<file path="config.mk">
export PLATFORM = sky130hd
export DESIGN_NAME = fetch_branch_unit
export DESIGN_NICKNAME = d
export VERILOG_FILES = /design/src/rtl/fetch_branch_unit.sv
export SDC_FILE = /design/constraint.sdc
export NUM_CORES = 1
export LEC_CHECK = 0
export CAP_MARGIN = 20
export CORE_MARGIN = 10
export CORE_UTILIZATION = 45
export DETAILED_ROUTE_END_ITERATION = 8
export DONT_BUFFER_PORTS = 1
export PLACE_DENSITY = 0.71
export SLEW_MARGIN = 20
export SYNTH_ARGS = -nofsm -noshare
export SYNTH_HDL_FRONTEND = slang
export SYNTH_SLANG_ARGS = --single-unit
</file>
<file path="constraint.sdc">
create_clock -name clk -period 11.9 [get_ports clk]
set_input_delay 2.38 -clock clk [delete_from_list [all_inputs] [get_ports clk]]
set_output_delay 2.38 -clock clk [all_outputs]
set_load 0.01 [all_outputs]
</file>
<file path="src/rtl/fetch_branch_unit.sv">
// LEGv8 fetch/branch unit: PC, req/ack instruction fetch, NZVC flags, next-PC selection.
// Optional macro FBU_PERF_COUNTERS_EN adds retired-instruction and taken-branch counters.
module fetch_branch_unit #(
  parameter int                ADDR_W   = 64,
  parameter logic [ADDR_W-1:0] RESET_PC = '0
) (
  input  logic              clk,
  input  logic              reset,
  output logic              imem_req,
  output logic [ADDR_W-1:0] imem_addr,
  input  logic              imem_ack,
  input  logic [31:0]       imem_rdata,
  output logic [31:0]       instr,
  output logic [10:0]       opCode,
  output logic              instr_valid,
  input  logic              advance,
  input  logic              BrTaken,
  input  logic              UncondBr,
  input  logic              CBZ,
  input  logic              bLT,
  input  logic              zero,
  input  logic              flag_we,
  input  logic              alu_n,
  input  logic              alu_z,
  input  logic              alu_v,
  input  logic              alu_c,
  output logic [ADDR_W-1:0] pc,
  output logic [3:0]        flags
`ifdef FBU_PERF_COUNTERS_EN
  ,
  output logic [31:0]       instr_count,
  output logic [31:0]       taken_count
`endif
);

  typedef enum logic {FETCH, EXEC} state_t;

  state_t            state;
  logic              take;
  logic [ADDR_W-1:0] cond_off;
  logic [ADDR_W-1:0] br_off;
  logic [ADDR_W-1:0] next_pc;

  // Word offsets: CB-format imm19 and B-format imm26, sign-extended and scaled by 4.
  assign cond_off = {{(ADDR_W-21){instr[23]}}, instr[23:5], 2'b00};
  assign br_off   = {{(ADDR_W-28){instr[25]}}, instr[25:0], 2'b00};

  // B.LT reads the registered flags (an earlier instruction), never the live ALU flags.
  assign take    = BrTaken & (UncondBr | (CBZ & zero) | (bLT & (flags[3] ^ flags[1])));
  assign next_pc = pc + (take ? (UncondBr ? br_off : cond_off) : ADDR_W'(4));

  // NOTE: reset gates the request combinationally so no fetch is presented in the reset cycle.
  assign imem_req    = (state == FETCH) & ~reset;
  assign imem_addr   = pc;
  assign instr_valid = (state == EXEC);
  assign opCode      = instr[31:21];

  // NOTE: reset is synchronous, so it lives inside the clocked block and wins over any ack.
  always_ff @(posedge clk) begin
    if (reset) begin
      state       <= FETCH;
      pc          <= RESET_PC;
      instr       <= '0;
      flags       <= '0;
`ifdef FBU_PERF_COUNTERS_EN
      instr_count <= '0;
      taken_count <= '0;
`endif
    end else begin
      // NOTE: all state here uses non-blocking assignments so every register sees pre-edge values.
      case (state)
        FETCH: begin
          if (imem_ack) begin
            instr <= imem_rdata;
            state <= EXEC;
          end
        end
        EXEC: begin
          if (advance) begin
            pc    <= next_pc;
            state <= FETCH;
            if (flag_we) flags <= {alu_n, alu_z, alu_v, alu_c};
`ifdef FBU_PERF_COUNTERS_EN
            instr_count <= instr_count + 32'd1;
            if (take) taken_count <= taken_count + 32'd1;
`endif
          end
        end
        default: state <= FETCH;
      endcase
    end
  end

endmodule

</file>
[After elaboration in Yosys (flattened, before gate mapping)]
Cells that the tools add are included.
Storage, ports and cells
  RAM bits: 0
  bits in latches: 0
  input port bits: 46
  output and inout port bits: 177
  bits in registers: 101
  bits in read-only memories: 0
  memories: 0
Operators by class
  mux-type cells: 5
  shift-type cells: 0
  multiply operators: 0
  $lt $le $gt $ge: 0
  divide/modulo/power cells: 0
  add/subtract/negate cells: 1
  reduce and logical (&&, ||, !) cells: 3
  bitwise gates (word level): 9
  equality and inequality tests: 0
Operators with widths (count)
  $mux 64: 2
  $add 64x64->64: 1
  $and 1x1->1: 4
  $reduce_and 2->1: 2
  $reduce_and 3->1: 1
  $mux 1: 2
  $not 1->1: 2
  $or 1x1->1: 2
  $pmux 1 s2: 1
  $xor 1x1->1: 1

[Depth between registers and ports, before layout]
  depth in word-level cells: 6
  gate-level depth with buffers: 17
  gate-level depth less buffers: 16

[Worst setup path before layout]
No wires, ideal clock.
  kind: input to register
  from: input port UncondBr
  to: register pc[63], in the netlist imem_addr[63]
  path buffers: 2
  slack: 4085 ps
  required time: 11779 ps
  data arrival time: 7695 ps
  stages: 14
  setup time: 121 ps
  cells stage by stage: clkbuf_1 > nand2_1 > a211oi_1 > ha_1 > buf_2 > a21o_1 > a21o_1 > a21o_1 > a211oi_1 > o21ai_0 > a21o_1 > a221oi_1 > o311ai_1 > mux2_2
On the way
  cells in the longest elaborated chain, start to end: 5
  elaborated cells on any way between the ends: 6
RTL lines
  start: declaration: line 18  | input logic UncondBr,
  $or 1x1->1 (2 in a row): line 49  | assign take = BrTaken & (UncondBr | (CBZ & zero) | (bLT & (flags[3] ^ flags[1])));
  $and 1x1->1: line 49
  $mux 64 *: line 50  | assign next_pc = pc + (take ? (UncondBr ? br_off : cond_off) : ADDR_W'(4));
  $add 64x64->64 *: line 50
  end signal: assignment: line 80  | pc <= next_pc;
  end: declaration: line 27  | output logic [ADDR_W-1:0] pc,
Mark *: on every way between the ends. The rest lies on a longest branch, timed or not.
A chain may end at the register's enable or synchronous reset.

[Worst setup path in the final report]
  from: input port CBZ
  to: register pc[55], in the netlist imem_addr[55]
On the way
  cells in the longest elaborated chain, start to end: 6
RTL lines
  start: declaration: line 19  | input logic CBZ,
  $and 1x1->1: line 49
  $or 1x1->1 (2 in a row): line 49
  $and 1x1->1: line 49
  $mux 64: line 50
  $add 64x64->64: line 50
Every way passes these cells.

==> impl_metrics.yaml <==
timing:
  grt_setup_unrepaired: "false"
  max-slew-margin-rel_pct: 35.8
  slew_violations: 0
  fmax_mhz: 155
  finalHoldViolCount: 0
  final-setup-viol-count: 0
  fin_crit_sh_pct: 54.3
  final.setup.tns_ns: 0
  period_minus_slack_ns: 6.46
  holdWs_ns: 0.516
  skew_ns: 0.00898
  worstMarginPinSlew_ns: 0.963
power_and_ir_drop:
  internal_power_mw: 0.511
  leakage_nw: 3.35
  netSwitchingFraction_pct: 29.7
  power_density_nw_per_um2: 91.1
  ir_drop_v: 0.0000666
  clockPowerShare_pct: 41.2
  p_sw_mw: 0.216
  p_seq_share_pct: 49.6
  p_comb_share_pct: 9.2
routing:
  vias_per_cell: 5.97
  routedWlPerCell_um: 19.5
  route.detailed.drc: 0
  detail-route-antenna-nets: 0
  first_pass_iters: 5
  routed_wl_um: 24100
  drt_iter0_drc: 530
  vias: 7361
die:
  die_h_um: 155
  dieArea_um2: 24000
  die_x_um: 155
  num_io_pins: 223
  fp-row-count: 49
  start_util_pct: 45.7
  core-area_um2: 17900
clock_tree:
  ctsHoldBuffers: 0
  cts_resized: 0
  cts_buffers: 9
  clk_pin_slew_ns: 0.08
  cts_max_level: 3
  clkLatencyLatePin_ns: 0.37
  cts_tree: "yes"
  cts.sinks: 99
  postCtsSetupRepairBufs: 0
  clock_path_buffers: 2
  cts-root-buf: "clkbuf_16"
synth:
  ys_seq_elements: 99
  post_synth_and_or_nand_nor_area_fraction_pct: 21.5
  async_flop_share_pct: 0
  netlist.area_leader.share_pct: 24.2
  synth_edf_count: 0
  synth_cell_type_count: 73
  ys.warnings.count: 0
  syn_area_um2: 8180
  syn_area_per_cell_um2: 7.27
  ys.flop_type: "dfxtp_1"
  synth_compound_area_share_pct: 26.7
  synthCells: 1125
  synth_fa_ha_area_share_pct: 9.57
  ys_seq_area_share_pct: 24.2
  synth_mux_area_share_pct: 2.36
  synth.area.top_cells: "dfxtp_1 (24%), a21oi_1 (9.5%), nand2_1 (9.4%)"
  synth_top_cell_by_area: "dfxtp_1"
  synth_top_family_by_area: "compound AO/OA/AOI/OAI gates"
  synthXorXnorAreaFrac_pct: 4.39
worst_setup_path:
  path_delay_family: "compound AO/OA/AOI/OAI gates"
  path_class: "in -> reg"
  required_ns: 12.16
  critPathBufInv: 0
  worstPathArrival_ns: 6.72
  cp-start-kind: "primary input"
  crit_fanout: 24
  rrSetupSlack_ns: 6.89
  end_kind: "flop"
  worst_path_max_delay_cell: "nand2b_1"
  cp_slowest_stage_delay_ns: 0.82
  crit_chain: "a221oi_1 > nand2b_1 > nor2_1 > ha_1 > and2_4 > a221o_2 > o2111ai_1 > a211oi_1 > o21ai_2 > o221ai_2 > a21oi_1 > mux2_2 > a31o_2"
global_routing:
  gr-total-overflow: 0
  track_usage_pct: 19.2
  grt_pass1_vias: 6931
  grt_pass1_wl_um: 38100
  grt_max_degree: 96
  antenna_found_initial: 0
job:
  maxCapViolCount: 0
place:
  gp_congestion: 0.956
  dp_hpwl_um: 18300
  numPortBuffers: 0
final_layout:
  most-common-layout-cells: "nand2_1 (204), a21oi_1 (156), dfxtp_1 (99)"
  nets: 1107
  layout-drive-gt1-share_pct: 4.68
  layout-area-overhead-vs-synth_pct: -2.42
  antenna_cells: 0
  layout_commonest_cell: "nand2_1"
run_status:
  status: "complete, no violations"
worst_hold_path:
  hold_class: "reg -> reg"
-- cell usage after synthesis (22+ instances only) --
cell,n
buf_4,77
nor2_1,60
o21ai_0,51
nand4_1,22
nand2_1,205
nand3_1,25
a21o_1,40
clkbuf_1,48
ha_1,61
a21oi_1,156
inv_1,22
dfxtp_1,99
-- layout make-up --
| cell class | instances | area, um^2 |
|---|---|---|
| multi-input combinational | 864 | 5320 |
| sequential | 99 | 1980 |
| inverter | 22 | 82.6 |
| clock buffer | 9 | 225 |
| tap | 229 | 287 |
| timing repair buffer | 3 | 22.5 |
| fill | 1853 | 9920 |
| clock inverter | 7 | 68.8 |
-- worst paths after layout --
kind / startpoint / end / depth (start not counted)
max: CBZ / imem_addr[55] / 13
max reg2reg: flags[3] / imem_addr[55] / 14
min reg2reg: flags[2] / flags[2] / 2
min: flags[2] / flags[2] / 2
-- per-stage QoR --
stage               setup WS [ns]  utilization, %  power [mW]  area, um^2  cells
detailed placement           5.06            42.9       0.435        7690   1217
finish                       5.44            44.6       0.727        7980   1233
CTS                          5.44            44.6       0.736        7980   1233
global route                 5.20            44.6       0.757        7980   1233
floorplan                    4.08               -       0.427        8190   1128
global placement             5.21            42.9       0.434        7680   1217
-- worst min-delay path, cell delays in order (launching register included) --
cell	delay (ns)
dfxtp_1	0.35
nand2_1	0.07
a21oi_1	0.05
-- power by group through the flow --
stage / Sequential (mW) / Combinational [mW] / Clock (mW)
2_1_floorplan: 0.360 / 0.0678 / 0
3_3_place_gp: 0.369 / 0.0653 / 0
3_5_place_dp: 0.369 / 0.0664 / 0
4_1_cts: 0.361 / 0.0666 / 0.308
5_1_grt: 0.363 / 0.0750 / 0.319
6_report: 0.360 / 0.0670 / 0.300
-- layer usage --
| layer | GRT usage (%) | wire (um) |
|---|---|---|
| met5 | 0 | 0 |
| met1 | 23.2 | 10400 |
| met4 | 4.50 | 288 |
| met2 | 30.6 | 10800 |
| met3 | 8.49 | 2610 |
-- registers in the layout (all words and copies together), names as in the netlist --
register and cells:
imem_addr 62, instr 32, flags 4, instr_valid 1
-- cell families (layout without fill, tap and decap cells) --
| logic type | count (synthesis) | in the layout |
|---|---|---|
| muxes | 19 | 19 |
| other | 1 | 4 |
| xor gates and xnor gates | 41 | 41 |
| DFF | 99 | 99 |
| adders and majority gates | 62 | 62 |
| AOI/OAI and AO/OA | 349 | 349 |
| buffers and inverters | 165 | 41 |
| and+or+nand+nor | 389 | 389 |
(Power assumes the default switching activity.)
